$ cat config.mk
export PLATFORM = sky130hd
export DESIGN_NAME = ir_prefetch_queue
export DESIGN_NICKNAME = d
export VERILOG_FILES = /design/src/rtl/ir_prefetch_queue.sv
export SDC_FILE = /design/constraint.sdc
export NUM_CORES = 1
export LEC_CHECK = 0
export CAP_MARGIN = 20
export CELL_PAD_IN_SITES_DETAIL_PLACEMENT = 1
export CELL_PAD_IN_SITES_GLOBAL_PLACEMENT = 2
export CORE_UTILIZATION = 38
export DETAILED_ROUTE_END_ITERATION = 10
export PLACE_DENSITY_LB_ADDON = 0.08
export SYNTH_ARGS = -nofsm -noshare
export SYNTH_HDL_FRONTEND = slang
export SYNTH_SLANG_ARGS = --single-unit
$ cat constraint.sdc
create_clock -name clk -period 3.6 [get_ports clk]
set_input_delay 0.54 -clock clk [delete_from_list [all_inputs] [get_ports clk]]
set_output_delay 0.54 -clock clk [all_outputs]
set_load 0.05 [all_outputs]
$ cat src/rtl/ir_prefetch_queue.sv
// Instruction register with an integrated prefetch FIFO.
// Fetched words are buffered in a DEPTH-entry circular queue; IRWrite
// moves the head word into the instruction register, and every decode
// field is a fixed bit slice of that one register, so all fields change
// together. All state advances on the falling edge of clk so that the
// rising-edge control stage sees settled IR contents.
module ir_prefetch_queue #(
  parameter int IW    = 16,
  parameter int DEPTH = 4,
  parameter int CW    = $clog2(DEPTH + 1)
) (
  input  logic            clk,
  input  logic            rst,
  input  logic            flush,
  input  logic            in_valid,
  output logic            in_ready,
  input  logic [IW-1:0]   in_data,
  input  logic            IRWrite,
  output logic            ir_valid,
  output logic [IW-1:0]   ir,
  output logic [3:0]      opcode,
  output logic [IW-5:0]   imm_long,
  output logic [3:0]      ra,
  output logic [1:0]      fa,
  output logic [1:0]      fb,
  output logic [IW-9:0]   imm_short,
  output logic [3:0]      rb,
  output logic [3:0]      rc,
  output logic [CW-1:0]   count,
  output logic            empty,
  output logic            full,
  output logic            starve
);

  localparam int PW = $clog2(DEPTH);
  localparam logic [PW-1:0] PTR_ONE   = PW'(1);
  localparam logic [CW-1:0] CNT_ONE   = CW'(1);
  localparam logic [CW-1:0] CNT_DEPTH = CW'(DEPTH);

  // Queue storage and control state
  logic [IW-1:0] mem_q [DEPTH];
  logic [PW-1:0] rptr_q, rptr_d;
  logic [PW-1:0] wptr_q, wptr_d;
  logic [CW-1:0] count_q, count_d;
  logic [IW-1:0] ir_q, ir_d;
  logic          ir_valid_q, ir_valid_d;
  logic          starve_q, starve_d;

  logic          empty_s;
  logic          full_s;
  logic          push_s;
  logic          pop_s;
  logic          starve_s;

  assign empty_s  = (count_q == '0);
  assign full_s   = (count_q == CNT_DEPTH);
  // Flush blocks acceptance so a word offered during a flush is dropped.
  assign in_ready = !full_s && !flush;

  // Qualify push/pop/starve events; no bypass, so a pop only sees stored words.
  always_comb begin
    push_s   = in_valid && in_ready;
    pop_s    = IRWrite && !empty_s && !flush;
    starve_s = IRWrite && empty_s && !flush;
  end

  // Next-state computation for pointers, occupancy, IR and status flags.
  always_comb begin
    rptr_d     = rptr_q;
    wptr_d     = wptr_q;
    count_d    = count_q;
    ir_d       = ir_q;
    ir_valid_d = ir_valid_q;
    starve_d   = 1'b0;
    if (flush) begin
      rptr_d     = '0;
      wptr_d     = '0;
      count_d    = '0;
      ir_valid_d = 1'b0;
      starve_d   = 1'b0;
    end else begin
      if (pop_s) begin
        ir_d       = mem_q[rptr_q];
        ir_valid_d = 1'b1;
        rptr_d     = rptr_q + PTR_ONE;
      end else if (starve_s) begin
        ir_valid_d = 1'b0;
      end else begin
        ir_valid_d = ir_valid_q;
      end
      starve_d = starve_s;
      if (push_s) begin
        wptr_d = wptr_q + PTR_ONE;
      end else begin
        wptr_d = wptr_q;
      end
      case ({push_s, pop_s})
        2'b10:   count_d = count_q + CNT_ONE;
        2'b01:   count_d = count_q - CNT_ONE;
        default: count_d = count_q;
      endcase
    end
  end

  // Queue array write; contents are don't-care after reset, so no reset here.
  always_ff @(negedge clk) begin
    if (!rst && push_s) begin
      mem_q[wptr_q] <= in_data;
    end
  end

  // Control/IR state register with synchronous reset dominating flush.
  always_ff @(negedge clk) begin
    if (rst) begin
      rptr_q     <= '0;
      wptr_q     <= '0;
      count_q    <= '0;
      ir_q       <= '0;
      ir_valid_q <= 1'b0;
      starve_q   <= 1'b0;
    end else begin
      rptr_q     <= rptr_d;
      wptr_q     <= wptr_d;
      count_q    <= count_d;
      ir_q       <= ir_d;
      ir_valid_q <= ir_valid_d;
      starve_q   <= starve_d;
    end
  end

  assign ir        = ir_q;
  assign ir_valid  = ir_valid_q;
  assign starve    = starve_q;
  assign count     = count_q;
  assign empty     = empty_s;
  assign full      = full_s;

  // Decode fields: pure slices of the registered IR.
  assign opcode    = ir_q[IW-1:IW-4];
  assign imm_long  = ir_q[IW-5:0];
  assign ra        = ir_q[IW-5:IW-8];
  assign fa        = ir_q[IW-5:IW-6];
  assign fb        = ir_q[IW-7:IW-8];
  assign imm_short = ir_q[IW-9:0];
  assign rb        = ir_q[IW-9:IW-12];
  assign rc        = ir_q[IW-13:IW-16];

endmodule

==> run_results.csv, run 1 <==
group,metric,value,unit
sta,timing.hold.ws,0.507,ns
final_layout,instances_no_fill,522,
status,outcome,"finished with violations",
sta,rsz0062_at_grt,"yes",
floorplanning,fp.dieW,101,um
route,avgViaCountPerCell,4.65,
synthesis,ys_seq_elements,89,
route,wl_per_cell,15.8,um
route,drc_errors,0,
critical_path,cp.required,3.06,ns
route,vias,2425,
sta,worst_slew_pin_slew,0.855,ns
global_routing,grt_max_degree,19,
floorplanning,die_area,0.0102,mm^2
sta,drv_slew,0,
synthesis,syn-num-nets,251,
route,wl,8260,um
cts,max-clock-path-buffers,2,
final_layout,final_cell_mix,"inv_1 (93), edfxtp_1 (64), buf_12 (63)",
synthesis,synth_edf_count,64,
floorplanning,initial_core_util,39.7,%
cts,cts_sinks,89,
placed_design,dpl_cell_area,0.00521,mm^2
critical_path,worstSetupStartpointType,"register",
pwr,leakage,2.44,nW
global_routing,grt_first_pass_wirelength,12900,um
route,drt_iter0_markers,47,
floorplanning,die_h,101,um
sta,fin_ws,-0.229,ns
critical_path,crit_path_end_kind,"output port",
global_routing,grt_antenna_before_repair,0,
placed_design,place_hpwl,4910,um
floorplanning,rows,35,
critical_path,worstSetupPathType,"reg2out",
floorplanning,core,0.00937,mm^2
synthesis,ys_async_sr_fraction,0,%
critical_path,arrival,3.29,ns
route,drtPass1Iterations,4,
pwr,ir_worst_vdd,223,uV
final_layout,drive_above_1_share,33.3,%
sta,skew,0.0302,ns
status,failed_checks,"setup timing",
pwr,p_per_area,413,mW/mm^2
final_layout,synthToLayoutAreaGrowth,55.8,%
critical_path,critPathMaxFanout,3,
synthesis,synth_area_per_cell,16.6,um^2
sta,slew_headroom,42.9,%
cts,ctsHtreeMaxLevel,3,
synthesis,netlist-cell-type-count,33,
placed_design,placedCellCount,414,
cts,path_clk_slew,0.05,ns
global_routing,first_global_vias,2709,
synthesis,synth_area,0.00372,mm^2
floorplanning,ios,85,
cts,cts_hold_buffers,0,
synthesis,ys.flop_type,"edfxtp_1",
placed_design,io_buffers,84,
sta,finalHoldViolations,0,
min_path,hold_path.class,"reg2reg",
final_layout,fin_area,0.00580,mm^2
cts,worstSkewPairLatency,0.41,ns
synthesis,ys_seq_area_share,65.0,%
placed_design,routabilityCongestion,0.728,
global_routing,track_usage,17.4,%
sta,finalSetupViolations,3,
placed_design,pre_cts_slack,-0.709,ns
global_routing,globalRoute.totalOverflow,0,
sta,timing.setup.tns,-0.480,ns
final_layout,fin_nets,416,
final_layout,num_antenna_cells,0,
synthesis,yosys_warnings,0,
cts,root_buffer,"clkbuf_8",
cts,numCtsBuffers,9,
synthesis,syn-instance-count,224,
final_layout,final_common_cell,"inv_1",
cts,cts_tree,"built",
flow_run,cap_violations,0,
route,ant_nets,0,
[cells by family (layout without fill, tap and decap cells)]
group           Yosys count  in the layout  share of synthesized area [%]
flops                    89             89                           65.0
buf+inv                  56            225                           10.9
compound gates           29             29                           5.78
simple gates             26             26                           4.53
mux                      16             16                           11.1
fa+ha+maj                 6              6                           2.22
xor+xnor                  2              2                          0.470
[state kept, by name (all words and copies together), names as in the netlist]
| signal | count |
|---|---|
| count | 3 |
| ir | 16 |
| ir_valid | 1 |
| mem_q | 64 |
| rptr_q | 2 |
| starve | 1 |
| wptr_q | 2 |
[cell type report]
class / count / area [um^2]
timing repair buffer: 114 / 1690
sequential: 89 / 2430
clock inverter: 95 / 410
inverter: 7 / 30.0
tap: 129 / 161
clock buffer: 9 / 124
multi-input combinational: 79 / 951
fill: 914 / 3570
[where the power goes]
group          switching, mW  internal (mW)
Sequential           0.00928           1.11
Combinational         0.0802         0.0815
Clock                  0.653          0.460
Total                  0.742           1.65
[critical path, cell delays in order (launching register included)]
cell        delay, ns
dfxtp_4          0.34
or3b_4           0.41
clkinvlp_4       0.14
nor2_4           0.04
buf_6            0.14
[Yosys cell counts, drive strengths merged (2+ instances only)]
| master | instances | area share [%] |
|---|---|---|
| edfxtp | 64 | 52 |
| buf | 47 | 10 |
| dfxtp | 25 | 13 |
| a22o | 16 | 3.8 |
| mux4 | 16 | 11 |
| inv | 8 | 0.81 |
| a21oi | 6 | 0.81 |
| nor2 | 6 | 0.60 |
| ha | 5 | 1.7 |
| and2 | 4 | 0.67 |
| o21ai | 4 | 0.54 |
| and3 | 2 | 0.34 |
| nand2b | 2 | 0.34 |
| nand3 | 2 | 0.27 |
| nor2b | 2 | 0.34 |
| or3 | 2 | 0.34 |
| xor2 | 2 | 0.47 |
[layer usage]
metal	vias up	global-route usage, %	wire length (um)
met5	-	0	0
met1	1188	16.9	3400
met3	10	7.91	404
li1	1146	-	-
met2	81	30.2	4360
met4	0	10.4	94
[metrics by stage]
stage | utilization (%) | total power, mW
2_1_floorplan | - | 1.36
3_3_place_gp | 55.6 | 1.44
3_5_place_dp | 55.6 | 1.45
4_1_cts | 61.6 | 2.46
5_1_grt | 61.9 | 2.58
6_report | 61.9 | 2.40
[final timing paths]
check                           startpoint       end  slack, ns  cells after the start
worst max-delay path              count[0]  in_ready      -0.23                      4
worst min-delay path                ir[14]    ir[14]       0.51                      1
worst max register to register    count[0]  count[2]       1.35                     12
worst min register to register      ir[14]    ir[14]       0.51                      1
[repair_timing]
action | CTS | global route
setup buffers | 3 | 2
hold endpoints to repair | 0 | 0
pin swaps | 6 | 3
setup endpoints to repair | 17 | 12
resized for setup | 11 | 5
(Power assumes the default switching activity.)
==> run 2: changes to the inputs <==
--- a/config.mk
+++ b/config.mk
@@ -8,7 +8,8 @@
 export CAP_MARGIN = 20
 export CELL_PAD_IN_SITES_DETAIL_PLACEMENT = 1
 export CELL_PAD_IN_SITES_GLOBAL_PLACEMENT = 2
-export CORE_UTILIZATION = 38
+export CORE_UTILIZATION = 36
+export CTS_BUF_LIST = sky130_fd_sc_hd__clkbuf_2
 export DETAILED_ROUTE_END_ITERATION = 10
 export PLACE_DENSITY_LB_ADDON = 0.08
 export SYNTH_ARGS = -nofsm -noshare
==> constraint.sdc (replaced) <==
create_clock -name clk -period 4.31 [get_ports clk]
set_input_delay 0.6465 -clock clk [delete_from_list [all_inputs] [get_ports clk]]
set_output_delay 0.6465 -clock clk [all_outputs]
set_load 0.05 [all_outputs]
==> run 2 against run 1 <==
Net effect: the run still ends with setup timing left; die area grew 5.4%; clock power shrank 34%; sequential share of layout area grew 7.1 points; combinational power shrank 30%; non-clock buffer count shrank 5; hold slack gained 0.0029 ns; sequential cell count is the same; critical path type unchanged; largest cell class unchanged.
==> run_results.csv, run 2 (same netlist as run 1, synthesis figures left out) <==
group,metric,value,unit
final_layout,drive_above_1_share,30.1,%
critical_path,cp.required,3.66,ns
sta,drv_slew,0,
critical_path,crit_path_cell_trace,"or3b_4, clkinvlp_4, nor2_4, buf_6",
cts,cts_tree,"built",
critical_path,critPathMaxStageDelay,0.41,ns
cts,ctsHtreeMaxLevel,3,
sta,skew,0.0528,ns
global_routing,first_global_vias,2666,
placed_design,io_buffers,84,
route,wl,7590,um
route,wl_per_cell,14.5,um
floorplanning,die_area,0.0108,mm^2
floorplanning,die_h,104,um
placed_design,routabilityCongestion,0.723,
critical_path,critPathTopFamily,"simple AND/OR/NAND/NOR gates",
critical_path,crit_slowest_cell,"or3b_4",
cts,path_clk_slew,0.07,ns
final_layout,fin_nets,411,
status,failed_checks,"setup timing",
critical_path,crit_path_end_kind,"output port",
cts,numCtsBuffers,9,
final_layout,final_cell_mix,"inv_1 (95), buf_4 (72), edfxtp_1 (64)",
final_layout,largest_reg_flops,64,
pwr,ir_worst_vdd,160,uV
pwr,leakage,2.22,nW
cts,max-clock-path-buffers,2,
sta,worst_slew_pin_slew,0.891,ns
cts,root_buffer,"clkbuf_2",
route,ant_nets,0,
final_layout,instances_no_fill,522,
critical_path,critPathMaxFanout,5,
global_routing,track_usage,14.9,%
cts,cts_hold_buffers,0,
global_routing,grt_antenna_before_repair,0,
pwr,p_per_area,358,mW/mm^2
sta,rsz0062_at_grt,"yes",
floorplanning,core,0.00991,mm^2
critical_path,arrival,3.85,ns
final_layout,synthToLayoutAreaGrowth,32.8,%
critical_path,crit_buf_inv,2,
floorplanning,initial_core_util,37.6,%
cts,worstSkewPairLatency,0.58,ns
route,drtPass1Iterations,4,
cts,cts_sinks,89,
critical_path,worstSetupPathType,"reg2out",
sta,slew_headroom,40.5,%
floorplanning,ios,85,
floorplanning,rows,36,
route,drc_errors,0,
critical_path,worstSetupStartpointType,"register",
route,avgViaCountPerCell,4.55,
placed_design,place_hpwl,4590,um
placed_design,placedCellCount,413,
final_layout,post-route-util,49.9,%
sta,fin_ws,-0.184,ns
final_layout,largest_register,"mem_q",
floorplanning,fp.dieW,104,um
min_path,hold_path.class,"reg2reg",
global_routing,globalRoute.totalOverflow,0,
final_layout,final_common_cell,"inv_1",
sta,finalHoldViolations,0,
flow_run,cap_violations,0,
status,outcome,"finished with violations",
route,drt_iter0_markers,54,
final_layout,num_antenna_cells,0,
pwr,finalPower,1.77,mW
sta,finalSetupViolations,2,
global_routing,grt_first_pass_wirelength,12200,um
route,vias,2374,
global_routing,grt_max_degree,20,
## run 2: changes by cell type in the layout (fill, tap and decap cells not counted), moves of 2 or more
| cell | before | now |
|---|---|---|
| buf_12 | 63 | 7 |
| buf_4 | 30 | 72 |
| clkbuf_2 | 0 | 15 |
| clkbuf_8 | 9 | 0 |
| clkdlybuf4s50_1 | 17 | 20 |
| dfxtp_1 | 20 | 22 |
| inv_1 | 93 | 95 |
## run 2: stage by stage
| step | setup TNS, ns | cell area (um^2) | worst slack (ns) | hold WS, ns |
|---|---|---|---|---|
| floorplan | 0 | 3750 | 0.00674 | 0.484 |
| global placement | -10.24 | 4480 | -0.488 | 0.489 |
| detailed placement | -12.25 | 4480 | -0.531 | 0.503 |
| CTS | -0.495 | 4950 | -0.267 | 0.509 |
| global route | -0.522 | 4950 | -0.285 | 0.532 |
| finish | -0.329 | 4950 | -0.184 | 0.510 |
## run 2: layout make-up
cell class | instances | area [um^2]
fillers | 1071 | 4960
flip-flops and latches | 89 | 2430
repair buffers | 109 | 957
multi-input cells | 79 | 920
clock inverters | 96 | 400
well taps | 133 | 166
clock buffers | 9 | 45.0
inverters | 7 | 30.0
## run 2: where the power goes
| group | internal (mW) | leakage, nW | switching (mW) |
|---|---|---|---|
| combinational | 0.0509 | 0.892 | 0.0630 |
| sequential | 0.923 | 0.782 | 0.00496 |
| clock | 0.203 | 0.548 | 0.527 |
| total | 1.18 | 2.22 | 0.595 |
## run 2: path summary, 6_finish.rpt
check	end	slack, ns	cells after the start	startpoint
worst min register to register	ir[12]	0.51	1	ir[12]
worst min-delay path	ir[12]	0.51	1	ir[12]
worst max-delay path	in_ready	-0.18	4	count[2]
worst max register to register	count[2]	2.03	9	count[2]
## run 2: worst reg2reg max path: stages (launching register included)
cell and delay [ns]:
dfxtp_4 0.38, or3b_4 0.41, buf_4 0.16, nand2_1 0.06, ha_2 0.17, inv_1 0.05
fa_1 0.36, xor2_1 0.16, or3_1 0.30, a21oi_1 0.15
## run 2: timing repair
action	in CTS	in global routing
pin swaps	1	0
buffers inserted	3	1
setup endpoints to repair	11	9
gates resized for setup	15	11
## run 2: per-layer routing
| metal | track usage, % | part of all wire, % | vias up |
|---|---|---|---|
| li1 | - | - | 1133 |
| met1 | 15.0 | 42 | 1153 |
| met2 | 24.0 | 51 | 81 |
| met3 | 7.30 | 5.4 | 7 |
| met4 | 10.8 | 1.3 | 0 |
| met5 | 0 | 0 | - |
==> run 3: changes to the inputs <==
--- a/config.mk
+++ b/config.mk
@@ -12,6 +12,7 @@
 export CTS_BUF_LIST = sky130_fd_sc_hd__clkbuf_2
 export DETAILED_ROUTE_END_ITERATION = 10
 export PLACE_DENSITY_LB_ADDON = 0.08
+export SLEW_MARGIN = 20
 export SYNTH_ARGS = -nofsm -noshare
 export SYNTH_HDL_FRONTEND = slang
 export SYNTH_SLANG_ARGS = --single-unit
==> constraint.sdc (replaced) <==
create_clock -name clk -period 4.31 [get_ports clk]
set_input_delay 0.862 -clock clk [delete_from_list [all_inputs] [get_ports clk]]
set_output_delay 0.862 -clock clk [all_outputs]
set_load 0.05 [all_outputs]
==> run 3 against run 2 <==
Net effect: the flow still finishes with violations (setup timing); hold slack lost 0.0049 ns; non-clock buffer count shrank 1; cell count shrank 0.19%; count of clock-buffer cells in the layout is the same; largest power group unchanged; highest routed layer unchanged.
==> run_results.csv, run 3 (same netlist as run 1, synthesis figures left out) <==
group,metric,value,unit
final_layout,num_antenna_cells,0,
sta,worst_slew_pin_slew,0.863,ns
final_layout,largest_reg_flops,64,
floorplanning,rows,36,
sta,slew_headroom,42.4,%
sta,skew,0.0466,ns
cts,ctsHtreeMaxLevel,3,
route,vias,2367,
critical_path,worstSetupStartpointType,"register",
global_routing,track_usage,15.5,%
final_layout,synthToLayoutAreaGrowth,51.6,%
sta,finalSetupViolations,3,
placed_design,routabilityCongestion,0.724,
cts,root_buffer,"clkbuf_2",
global_routing,grt_first_pass_wirelength,12700,um
sta,finalHoldViolations,0,
cts,numCtsBuffers,9,
status,failed_checks,"setup timing",
pwr,ir_worst_vdd,168,uV
cts,cts_sinks,89,
critical_path,arrival,3.77,ns
final_layout,final_cell_mix,"inv_1 (93), edfxtp_1 (64), buf_12 (56)",
sta,drv_slew,0,
sta,fin_ws,-0.319,ns
route,drtPass1Iterations,4,
route,wl,7910,um
sta,timing.setup.tns,-0.717,ns
route,drt_iter0_markers,49,
cts,path_clk_slew,0.06,ns
cts,max-clock-path-buffers,2,
global_routing,first_global_vias,2681,
sta,rsz0062_at_grt,"yes",
final_layout,largest_register,"mem_q",
global_routing,grt_antenna_before_repair,0,
critical_path,crit_path_cell_trace,"or3b_4, clkinvlp_4, nor2_4, buf_6",
cts,cts_tree,"built",
route,ant_nets,0,
sta,timing.hold.ws,0.505,ns
global_routing,grt_max_degree,20,
cts,worstSkewPairLatency,0.58,ns
floorplanning,fp.dieW,104,um
critical_path,worstSetupPathType,"reg2out",
critical_path,crit_path_end_kind,"output port",
floorplanning,initial_core_util,37.6,%
final_layout,fin_nets,410,
route,wl_per_cell,15.2,um
floorplanning,core,0.00991,mm^2
placed_design,io_buffers,84,
flow_run,cap_violations,0,
cts,cts_hold_buffers,0,
critical_path,critPathMaxFanout,3,
min_path,hold_path.class,"reg2reg",
final_layout,final_common_cell,"inv_1",
pwr,leakage,2.39,nW
floorplanning,die_area,0.0108,mm^2
global_routing,globalRoute.totalOverflow,0,
pwr,finalPower,1.82,mW
floorplanning,die_h,104,um
placed_design,place_hpwl,4920,um
route,drc_errors,0,
final_layout,fill_cells,990,
route,avgViaCountPerCell,4.54,
floorplanning,ios,85,
critical_path,cp.required,3.45,ns
status,outcome,"finished with violations",
critical_path,crit_slowest_cell,"or3b_4",
pwr,p_per_area,322,mW/mm^2
final_layout,drive_above_1_share,34.5,%
critical_path,critPathMaxStageDelay,0.42,ns
run 3: cell count changes in the layout (fill, tap and decap cells not counted), moves of 3 or more:
| cell | previous run | this run |
|---|---|---|
| buf_4 | 72 | 25 |
| clkdlybuf4s50_1 | 20 | 17 |
| buf_6 | 1 | 7 |
| clkbuf_2 | 15 | 9 |
| dlymetal6s2s_1 | 0 | 3 |
| buf_12 | 7 | 56 |
| dfxtp_2 | 2 | 6 |
| dfxtp_1 | 22 | 9 |
| dfxtp_4 | 1 | 10 |
run 3: metal layers:
layer,part of all wire [%],GRT usage (%),up-vias
li1,-,-,1134
met1,41,16.4,1153
met2,52,25.2,69
met3,5.4,8.06,11
met4,1.4,8.37,0
met5,0,0,-
run 3: per-stage QoR:
step	area, um^2	setup WS, ns	utilization (%)	instances
after floorplan	3760	-0.102	-	224
after global placement	5090	-0.580	51.3	413
after detailed placement	5090	-0.620	51.3	413
after CTS	5590	-0.392	56.4	520
after global routing	5650	-0.420	57.0	521
final	5650	-0.319	57.0	521
run 3: repair_timing:
item                       4_1_cts  5_1_grt
buffers inserted                 3        1
pin swaps                        2        1
setup endpoints to repair       51       37
hold endpoints to repair         0        0
gates resized for setup         16       16
run 3: critical path, delay by kind of cell (launching register included):
family,cells,cell delay [ns]
flops,1,0.34
buf+inv,2,0.27
simple gates,2,0.46
run 3: area by class of cell:
cell class	instances	area, um^2	area share, %
sequential	89	2470	43.7
clock inverter	96	412	7.29
inverter	7	30.0	0.532
tap	133	166	2.95
clock buffer	9	45.0	0.798
multi-input combinational	79	930	16.5
timing repair buffer	108	1600	28.3
run 3: worst paths after layout:
path / startpoint / end / slack [ns] / cells after the start
worst min-delay path: ir[13] / ir[13] / 0.51 / 1
worst max-delay path: count[1] / in_ready / -0.32 / 4
worst min register to register: ir[13] / ir[13] / 0.51 / 1
worst max register to register: count[1] / count[2] / 2.14 / 9
run 3: where the power goes:
| group | switching [mW] | internal [mW] |
|---|---|---|
| clock network | 0.514 | 0.251 |
| logic | 0.0644 | 0.0644 |
| registers | 0.00764 | 0.919 |
| total | 0.586 | 1.23 |
==> edit 1, RTL diff (config.mk and constraints of run 2) <==
The parameter `IW` goes from 16 to 17.
--- a/src/rtl/ir_prefetch_queue.sv
+++ b/src/rtl/ir_prefetch_queue.sv
@@ -5,7 +5,7 @@
 // together. All state advances on the falling edge of clk so that the
 // rising-edge control stage sees settled IR contents.
 module ir_prefetch_queue #(
-  parameter int IW    = 16,
+  parameter int IW    = 17,
   parameter int DEPTH = 4,
   parameter int CW    = $clog2(DEPTH + 1)
 ) (
Ports: changed (resized imm_long, imm_short, in_data and ir); port bits go from 85 to 89. No check against the original RTL was run, so the function may have changed too.
==> edit 1 against run 2 <==
Clock power rose by 3.2%. Cell count rose by 3.8%. Setup slack improved by 0.15 ns. Synthesized cell count rose by 4.9%. Area after synthesis rose by 5.2%. Power rose by 4.2%. Sequential cell count rose by 5. First-iteration DRC count rose by 30%. Sequential share of layout area rose by 0.49 points. Worst hold slack got worse by 0.015 ns. Critical endpoint unchanged. Critical path type unchanged. Wire length rose by 6.0%. The run still ends with negative setup slack left. Clock skew fell by 0.0076 ns. Combinational power barely moved. Cell area rose by 4.7%.
==> edit 1: results (changes against run 2) <==
stage;metric;value;unit;change
min_path;hold_end;ir_valid$_SDFFE_NP0P_;;was ir[12]$_SDFFE_NP0P_
run_status;status;complete, but fails checks;;unchanged
global_routing;gr-usage-met3;8.09;%;was 7.30%
setup_path;rrSetupSlack;2.09;ns;was 2.03 ns
power;p_comb_share;6.2;%;was 6.4%
drt;wl_per_cell;14.8;µm;was 14.5 µm
synth;muxShareOfSynthArea;11.4;%;was 11.1%
sta;setup_viol;1;;was 2
run_status;violations;negative setup slack;;unchanged
cells_and_area;nFillCells;1108;;was 1071
synth;synth-edff-count;68;;was 64
drt;wirelength;8.04;mm;was 7.59 mm
global_routing;use_met2;25.0;%;was 24.0%
global_routing;first_global_vias;2690;;was 2666
cells_and_area;nets;429;;was 411
synth;ys_seq_area_share;65.4;%;was 65.0%
synth;synth.top_cells.by_area;edfxtp_1 52%, dfxtp_1 13%, mux4_1 11%;;was edfxtp_1 52%, dfxtp_1 13%, mux4_1 9.9%
sta;fin_skew;0.0453;ns;was 0.0528 ns
synth;synth_nets;263;;was 251
power;ir_drop;0.142;mV;was 0.160 mV
place;globalplace.congestion;0.646;;was 0.723
setup_path;crit_path_max_fanout;3;;was 5
power;clkPwrFrac;40.8;%;was 41.2%
sta;worst_slack;-0.0356;ns;was -0.184 ns
power;intPower;1.27;mW;was 1.18 mW
power;p_leak;2.33;nW;was 2.22 nW
## edit 1: cell count changes in the layout (fill, tap and decap cells not counted), sizes merged, moves of 2 or more
cell | before | now
inv | 99 | 105
edfxtp | 64 | 68
buf | 81 | 85
clkbuf | 15 | 13
## edit 1: area by class of cell
cell class | count | area [µm²] | area share [%]
Clock inverter | 101 | 417 | 8.04
Timing Repair Buffer | 112 | 981 | 18.9
Multi-Input combinational cell | 82 | 967 | 18.7
Sequential cell | 94 | 2570 | 49.6
Tap cell | 136 | 170 | 3.28
Clock buffer | 9 | 45.0 | 0.869
Inverter | 8 | 32.5 | 0.628
## edit 1: per-stage QoR
step	setup TNS (ns)	setup WS, ns
6_report	-0.0356	-0.0356
5_1_grt	-0.273	-0.145
4_1_cts	-0.150	-0.0944
3_5_place_dp	-18.82	-0.533
3_3_place_gp	-19.24	-0.482
2_1_floorplan	-0.118	-0.118
==> edit 2, RTL diff (flow settings as in run 2) <==
Without the edit above. Reset style: asynchronous (`rst`), changed in one clocked block. Comments in the files are not updated.
--- a/src/rtl/ir_prefetch_queue.sv
+++ b/src/rtl/ir_prefetch_queue.sv
@@ -110,7 +110,7 @@
   end
 
   // Control/IR state register with synchronous reset dominating flush.
-  always_ff @(negedge clk) begin
+  always_ff @(negedge clk or posedge rst) begin
     if (rst) begin
       rptr_q     <= '0;
       wptr_q     <= '0;
Formal check against the unedited RTL: differs if rst is asserted again (counterexample within 4 cycles, from zero or initial values and one cycle with rst high); with rst held inactive, the same outputs for 4 cycles.
==> edit 2 against run 2 <==
Clock skew is 0.065 ns higher. Wire length is 9.7% higher. Cell area is 3.0% higher. Area after synthesis is 5.6% higher. Sequential cell count stayed put. Highest routed layer unchanged. Setup slack better by 0.22 ns.
Power is not compared: it rests on default switching activity, and its combinational part moved more than twofold at a synthesized area within 25%.
==> edit 2: results (changes against run 2) <==
stage;metric;value;unit;change
sta;slew_headroom;47.1;%;was 40.5%
run_status;status;completed;;was complete, but fails checks
power;fin_total_pwr;3.54;mW;
synth;synth_nets;259;;was 251
global_routing;gr-usage-met3;3.92;%;was 7.30%
global_routing;first_global_vias;2453;;was 2666
setup_path;worstPathArrival;3.63;ns;was 3.85 ns
synth;synth-xor-area-share;0.668;%;was 0.470%
place;globalplace.congestion;0.708;;was 0.723
setup_path;rrSetupSlack;2.32;ns;was 2.03 ns
cells_and_area;nClkBuffers;10;;was 9
cells_and_area;multi_input_area;1020;µm²;was 920 µm²
place;place_inst;417;;was 413
cells_and_area;nets;388;;was 411
cells_and_area;nonClkBufAreaFrac;19.5;%;was 19.3%
cells_and_area;drive_gt1_share;35.4;%;was 30.1%
setup_path;worstSetupStartpoint;count[1]$_DFFE_NP0P_;;was count[2]$_SDFFE_NP0P_
cells_and_area;seq_area;2550;µm²;was 2430 µm²
clock_tree;clk_pin_slew_worst_paths;0.19;ns;was 0.07 ns
cells_and_area;multi_input_cells;87;;was 79
synth;synthAdderAreaFrac;1.78;%;was 2.22%
cells_and_area;inv_count;5;;was 7
global_routing;grt_pass1_wl;13.1;mm;was 12.2 mm
sta;setup_viol;0;;was 2
synth;muxShareOfSynthArea;15.3;%;was 11.1%
cells_and_area;clock_area_share;6.80;%;was 9.00%
min_path;hp-start;ir[12]$_DFFE_NP0P_;;was ir[12]$_SDFFE_NP0P_
synth;synthTopCellsByCount;64 x edfxtp_1, 41 x buf_4, 25 x dfrtn_1;;was 64 x edfxtp_1, 41 x buf_4, 25 x dfxtp_1, 16 x a22o_1, 14 x mux4_1
drt;wl_met1;3.56;mm;was 3.22 mm
setup_path;ff2ff_path_depth;8;;was 9
clock_tree;clk_latency;0.55;ns;was 0.58 ns
synth;ys_seq_area_share;64.8;%;was 65.0%
cells_and_area;buffers;106;;was 109
drt;routed_via_density;4.74;;was 4.55
sta;fin_skew;0.118;ns;was 0.0528 ns
setup_path;setup.worst_path.end;empty;;was in_ready
sta;hold-worst-slack;0.495;ns;was 0.510 ns
min_path;hold_end;ir[12]$_DFFE_NP0P_;;was ir[12]$_SDFFE_NP0P_
global_routing;grt_use_met1;19.2;%;was 15.0%
synth;synthArstFlopShare;28.1;%;was 0%
drt;wl_met3;377;µm;was 408 µm
global_routing;grt_usage;15.6;%;was 14.9%
synth;syn_inst;233;;was 224
synth;synth_compound_area_share;2.99;%;was 5.78%
edit 2: through the flow:
step | setup WS [ns] | utilization [%] | area (µm²) | setup TNS (ns)
floorplan | -0.111 | - | 3960 | -0.111
global placement | -0.279 | 44.6 | 4670 | -18.76
detailed placement | -0.220 | 44.6 | 4670 | -14.42
CTS | -0.0395 | 48.2 | 5050 | -0.0804
global route | -0.0825 | 48.7 | 5100 | -0.222
finish | 0.0327 | 48.7 | 5100 | 0
edit 2: cell families after synthesis:
group | Yosys count
AND/OR/NAND/NOR | 28
XOR/XNOR | 3
multiplexers | 32
adder cells (fa/ha/maj) | 5
AO/OA/AOI/OAI | 19
flip-flops | 89
buffers and inverters | 57
edit 2: worst max-delay path, cell delays in order (launching register included):
cell and delay, ns:
dfrtn_1 0.47, buf_4 0.17, nor3_4 0.23, buf_12 0.17
edit 2: what timing repair did:
item / in CTS / in global routing
setup endpoints to repair: 3 / 4
setup buffers: 3 / 3
pin swaps: 2 / 1
gates resized for setup: 2 / 0
cloned: 0 / 0
